**src/rtl/word_addr_reader.sv**
```systemverilog
// Byte-to-word read unit: checks word alignment, issues a word-indexed memory
// read with a bounded wait for the acknowledge, and returns data or an error code.
module word_addr_reader #(
  parameter int ADDR_W  = 32,
  parameter int DATA_W  = 32,
  parameter int TIMEOUT = 8
) (
  input  logic              clk,
  input  logic              rst_n,
  input  logic              req_valid,
  output logic              req_ready,
  input  logic [ADDR_W-1:0] req_addr,
  output logic              mem_en,
  output logic [ADDR_W-3:0] mem_addr,
  input  logic              mem_ack,
  input  logic [DATA_W-1:0] mem_rdata,
  output logic              rsp_valid,
  input  logic              rsp_ready,
  output logic [DATA_W-1:0] rsp_data,
  output logic [1:0]        rsp_err
);

  localparam int CNT_W = (TIMEOUT > 1) ? $clog2(TIMEOUT) : 1;

  localparam logic [1:0] ERR_OK        = 2'b00;
  localparam logic [1:0] ERR_MISALIGN  = 2'b01;
  localparam logic [1:0] ERR_TIMEOUT   = 2'b10;

  typedef enum logic [1:0] {
    IDLE = 2'd0,
    BUSY = 2'd1,
    RESP = 2'd2
  } state_t;

  state_t           state;
  logic [CNT_W-1:0] cnt;

  // Ready is decoded straight from the state so a request is seen the same cycle.
  assign req_ready = (state == IDLE);

  always_ff @(posedge clk or negedge rst_n) begin
    if (!rst_n) begin
      state     <= IDLE;
      cnt       <= '0;
      mem_en    <= 1'b0;
      mem_addr  <= '0;
      rsp_valid <= 1'b0;
      rsp_data  <= '0;
      rsp_err   <= ERR_OK;
    end else begin
      case (state)
        IDLE: begin
          if (req_valid) begin
            if (req_addr[1:0] != 2'b00) begin
              state     <= RESP;
              rsp_valid <= 1'b1;
              rsp_data  <= '0;
              rsp_err   <= ERR_MISALIGN;
            end else begin
              state    <= BUSY;
              mem_en   <= 1'b1;
              mem_addr <= req_addr[ADDR_W-1:2];
              cnt      <= '0;
            end
          end
        end
        BUSY: begin
          // An ack on the final allowed cycle takes priority over the timeout.
          if (mem_ack) begin
            state     <= RESP;
            mem_en    <= 1'b0;
            rsp_valid <= 1'b1;
            rsp_data  <= mem_rdata;
            rsp_err   <= ERR_OK;
          end else if (cnt == CNT_W'(TIMEOUT - 1)) begin
            state     <= RESP;
            mem_en    <= 1'b0;
            rsp_valid <= 1'b1;
            rsp_data  <= '0;
            rsp_err   <= ERR_TIMEOUT;
          end else begin
            cnt <= cnt + CNT_W'(1);
          end
        end
        RESP: begin
          if (rsp_ready) begin
            state     <= IDLE;
            rsp_valid <= 1'b0;
          end
        end
        default: begin
          state     <= IDLE;
          mem_en    <= 1'b0;
          rsp_valid <= 1'b0;
        end
      endcase
    end
  end

endmodule

```
**config.mk**
```make
export PLATFORM = sky130hd
export DESIGN_NAME = word_addr_reader
export DESIGN_NICKNAME = d
export VERILOG_FILES = /design/src/rtl/word_addr_reader.sv
export SDC_FILE = /design/constraint.sdc
export NUM_CORES = 1
export LEC_CHECK = 0
export CORE_AREA = 2 2 61 121
export CTS_BUF_LIST = sky130_fd_sc_hd__clkbuf_2
export DETAILED_ROUTE_END_ITERATION = 6
export DIE_AREA = 0 0 63 123
export PLACE_DENSITY_LB_ADDON = 0.15
export SLEW_MARGIN = 20
export SYNTH_ARGS = -nofsm -noshare
export SYNTH_HDL_FRONTEND = slang
export SYNTH_SLANG_ARGS = --single-unit
```
**constraint.sdc**
```tcl
create_clock -name clk -period 1.84 [get_ports clk]
set_input_delay 0.276 -clock clk [delete_from_list [all_inputs] [get_ports clk]]
set_output_delay 0.276 -clock clk [all_outputs]
set_load 0.02 [all_outputs]
```
; Yosys cells after proc, flatten, opt, wreduce, memory -nomap -nowiden
; Cells that the tools add are included.
[op_classes]
addsub = 1
eq_ne = 10
muxes = 31
bitwise = 2
n_reduce_logical = 9
[ops]
columns = cell, n
row1 = 2-to-1 mux 32 bit, 4
row2 = case mux 32 bit (2 select lines), 1
row3 = 2-to-1 mux 2 bit, 8
row4 = 2-to-1 mux 3 bit, 4
row5 = AND reduction 4 bit, 3
row6 = "!= test 2 bit, second input constant", 5
row7 = 2-to-1 mux 1 bit, 9
row8 = case mux 1 bit (3 select lines), 2
row9 = case mux 2 bit (3 select lines), 1
row10 = case mux 3 bit (2 select lines), 1
row11 = AND reduction 3 bit, 2
row12 = AND reduction 5 bit, 1
row13 = case mux 2 bit (2 select lines), 1
row14 = nonzero test 2 bit, 2
row15 = "adder 3 x 1 -> 3 bit, second input constant", 1
row16 = "== test 3 bit, second input constant", 1
row17 = "!= test 3 bit, second input constant", 1
row18 = "== test 2 x 1 -> 1 bit, second input constant", 1
row19 = "== test 2 bit, second input constant", 1
row20 = zero test 2 bit, 1
row21 = "!= test 2 x 1 -> 1 bit, second input constant", 1
row22 = NOT 1 bit, 2
[word_totals]
register_bits = 71
input_bits = 69
out_inout_bits = 67

; Longest topological paths before layout
[logic_depth]
ltp_word = 4
mapped_depth = 6

; Worst setup path after synthesis
; No wires, ideal clock.
[synth_timing]
path_type = flip-flop to flip-flop
startpoint = register cnt[0]
endpoint = register cnt[0]
arrival_time_ns = 1.525
path_slack_ns = 0.188
stages_incl_launch_ff = 7
path_buffers = 1
synth_period_minus_slack_ns = 1.652
cell_sequence = dfrtp_1 -> ha_1 -> ha_1 -> or4b_1 -> clkbuf_1 -> o211ai_1 -> o21ai_1
[synth_via]
elab_chain_len = 4
[synth_lines]
columns = item, line_no
row1 = from (decl), 36  ; logic [CNT_W-1:0] cnt;
row2 = from (signal assigned), 82  ; cnt <= cnt + CNT_W'(1);
row3 = adder 3 x 1 -> 3 bit, 82
row4 = 2-to-1 mux 3 bit, 75  ; end else if (cnt == CNT_W'(TIMEOUT - 1)) begin
row5 = 2-to-1 mux 3 bit, 69  ; if (mem_ack) begin
row6 = case mux 3 bit (2 select lines), 51  ; case (state)
; Parallel ways exist; a longest one is shown, timed or not. The select of a mux whose other input is x is not followed.
; A chain may end at the register's enable or synchronous reset.

; Worst setup path after layout
[layout_timing]
startpoint = register rsp_data[30]
endpoint = output rsp_data[30]
[layout_rtl]
columns = item, line_no
row1 = from (decl), 19  ; output logic [DATA_W-1:0] rsp_data,
row2 = from (signal assigned), 73  ; rsp_data <= mem_rdata;
; No word-level cell between the ends.

==> impl_metrics.json <==
{
  "synth_common_cells": "dfrtp_1 (71), a22o_1 (33), mux2_1 (27)",
  "synth-edff-count": 0,
  "async_reset_ff_share_pct": 100,
  "crit_path_end_kind": "output pin",
  "crit_fanout": 2,
  "synth-seq-cells": 71,
  "grt_pass1_vias": 2224,
  "portBuffers": 135,
  "area_growth_pct": 60.5,
  "final_antenna_net_count": 0,
  "dr.pass1.iters": 4,
  "cts_buffer_depth": 2,
  "slowest_delay_ns": 0.61,
  "drt-initial-drc-count": 60,
  "synth.largest_area_cell": "dfrtp_1",
  "synth_cells": 179,
  "max_freq_mhz": 567,
  "overflow": 0,
  "crit_family": "buffers and inverters",
  "fin_util_pct": 63.8,
  "setup_viol": 0,
  "totalWireLength_mm": 6.37,
  "cp.arrival_ns": 1.49,
  "synth_ff_type": "dfrtp_1",
  "synth_nets": 250,
  "grt_pass1_wl_mm": 9.96,
  "powerDensity_mw_per_mm2": 1140,
  "r2r-end": "rsp_data[30]$_DFFE_PN0P_",
  "outcome": "completed",
  "vias": 2044,
  "fin_nets": 396,
  "clkPwrFrac_pct": 13.5,
  "synth.distinct_cells": 28,
  "max_slew_margin_pct": 69.8,
  "clockRootBuffer": "clkbuf_2",
  "ys_top_cells_by_area": "dfrtp_1 (65%), mux2_1 (11%), a22o_1 (11%)",
  "place_ws_ns": -0.117,
  "whs_ns": 0.241,
  "finClkSkew_ns": 0.0158,
  "clock-sinks": 71,
  "fin_crit_sh_pct": 95.8,
  "power_frac_seq_pct": 44.4,
  "p_leak_nw": 2.37,
  "worst-path-buf-inv": 1,
  "swShare_pct": 34.7,
  "hold_class": "in -> async",
  "fill_cells": 586,
  "die_area_mm2": 0.00775,
  "gp_congestion": 0.764,
  "diodes": 0,
  "fp.dieH_um": 123,
  "io_pins": 136,
  "yosysMostFrequentCell": "dfrtp_1",
  "worst-endpoint-required_ns": 1.56,
  "tightest_slew_ns": 0.453,
  "critical_path_class": "reg -> out",
  "cts.clk_slew.worst_paths_ns": 0.18,
  "reg2reg_from": "cnt[0]$_DFFE_PN0P_",
  "ys_seq_area_share_pct": 65.4,
  "grt_usage_pct": 16.7,
  "final.setup.worst_slack_ns": 0.0774,
  "core_region_area_mm2": 0.00683,
  "slew_viol_final": 0,
  "hold_viol_final": 0,
  "ff2ff_path_depth": 6,
  "final_area_mm2": 0.00436,
  "irDropWorstVdd_uv": 607,
  "rows": 43,
  "yosysWarnings": 0,
  "drive_gt1_share_pct": 10.9,
  "crit_path_start": "rsp_data[30]$_DFFE_PN0P_",
  "worstSkewPairLatency_ns": 0.48,
  "power_frac_comb_pct": 42.1,
  "synth_top_area_share_pct": 65.4,
  "min_period_ns": 1.76,
  "viasPerCell": 4.88,
  "fp.dieW_um": 63,
  "post_cts_buffers": 0,
  "drc": 0,
  "switchingPower_mw": 1.73,
  "wl_per_cell_um": 15.2,
  "p_int_mw": 3.26,
  "cts_made_buffers": 9,
  "initial_core_util_pct": 39.8,
  "dp_hpwl_mm": 4.55,
  "syn_area_mm2": 0.00272,
  "worst_path_max_delay_cell": "clkdlybuf4s50_1",
  "r2r_slack_ns": 0.10,
  "grt_max_degree": 54,
  "cts_tree": "built",
  "antenna_found_initial": 0,
  "start_kind": "flop",
  "maxCapViolCount": 0,
  "path_cells": "clkdlybuf4s50_1",
  "dpl-instance-area_mm2": 0.00422,
  "htreeDepth": 3,
  "avgSynthCellArea_um2": 15.2
}
==> final cells by class <==
class,count,area (um^2),area share (%)
Tap cell,90,113,2.58
Sequential cell,71,1780,40.8
Clock buffer,10,50.0,1.15
Multi-Input combinational cell,94,852,19.5
Inverter,2,7.51,0.172
Timing Repair Buffer,147,1530,35.2
Clock inverter,5,26.3,0.603
==> what timing repair did <==
action	CTS	global route
hold endpoints to repair	18	0
resized for setup	11	28
pin swaps	0	0
hold buffers	1	0
gates cloned	0	0
endpoints found under the setup margin	11	30
==> worst max-delay path by stage <==
stage                                    end  slack, ns  cells past startpoint
floorplan                 cnt[0]$_DFFE_PN0P_       0.19                      6
global placement    mem_addr[27]$_DFFE_PN0P_      -0.09                      5
detailed placement  mem_addr[25]$_DFFE_PN0P_      -0.12                      5
CTS                             rsp_data[11]      0.004                      1
global route                    rsp_data[30]      -0.02                      1
finish                          rsp_data[30]       0.08                      1
==> registers in the layout, indices dropped and copies added (netlist names) <==
signal     count
cnt            3
mem_addr      30
mem_en         1
rsp_data      32
rsp_err        2
rsp_valid      1
state          2
==> power groups by stage <==
stage | clock, mW | combinational [mW] | sequential (mW)
detailed placement | 0 | 2.18 | 2.26
global route | 0.764 | 2.23 | 2.27
finish | 0.671 | 2.10 | 2.21
CTS | 0.713 | 2.15 | 2.22
global placement | 0 | 2.14 | 2.24
floorplan | 0 | 0.481 | 2.75
==> routing by layer <==
metal / track usage (%) / wire length [um] / up-vias
li1: - / - / 945
met3: 5.46 / 475 / 8
met1: 20.6 / 2650 / 999
met4: 8.33 / 118 / 0
met2: 26.2 / 3120 / 92
met5: 0 / 0 / -
==> logic make-up (layout without fill, tap and decap cells) <==
| family | Yosys count | after routing | share of synthesized area [%] |
|---|---|---|---|
| adders and majority gates | 2 | 2 | 0.921 |
| muxes | 31 | 31 | 12.8 |
| buffers and inverters | 14 | 164 | 3.36 |
| and+or+nand+nor | 19 | 19 | 4.33 |
| DFF | 71 | 71 | 65.4 |
| AOI/OAI and AO/OA | 42 | 42 | 13.2 |
==> layout by cell type (no fill, tap or decap) <==
| cell type | synthesis | routed |
|---|---|---|
| nor3b_1 | 1 | 1 |
| nand2_1 | 8 | 8 |
| dfrtp_1 | 71 | 71 |
| dlygate4sd3_1 | 0 | 1 |
| dlygate4sd2_1 | 0 | 10 |
| clkinvlp_4 | 0 | 1 |
| a22oi_4 | 1 | 1 |
| or4b_4 | 0 | 1 |
| or2_2 | 1 | 1 |
| and2_1 | 1 | 1 |
| inv_1 | 2 | 2 |
| o21ai_0 | 3 | 3 |
| buf_2 | 3 | 1 |
| nor2b_2 | 1 | 1 |
| or3b_4 | 1 | 1 |
| buf_4 | 3 | 7 |
| dlymetal6s2s_1 | 0 | 25 |
| mux2_2 | 3 | 3 |
| buf_12 | 0 | 4 |
| a21o_1 | 1 | 1 |
| a22o_1 | 33 | 33 |
| o211ai_1 | 1 | 1 |
| nor2_8 | 1 | 1 |
| or2_0 | 1 | 1 |
| clkinv_2 | 0 | 3 |
| mux2_1 | 27 | 27 |
| nor2_1 | 3 | 3 |
| clkdlybuf4s50_1 | 0 | 98 |
| o21ai_1 | 1 | 1 |
| clkbuf_2 | 1 | 11 |
| ha_1 | 2 | 2 |
| mux2i_1 | 1 | 1 |
| clkinv_1 | 0 | 1 |
| o22ai_1 | 2 | 2 |
==> metrics by stage <==
stage	setup TNS (ns)	power, mW	cells
4_1_cts	0	5.09	419
3_3_place_gp	-1.95	4.38	403
5_1_grt	-0.0223	5.27	419
6_report	0	4.98	419
2_1_floorplan	0	3.24	179
3_5_place_dp	-2.71	4.44	403
No activity file was read; power rests on OpenSTA's default activity.
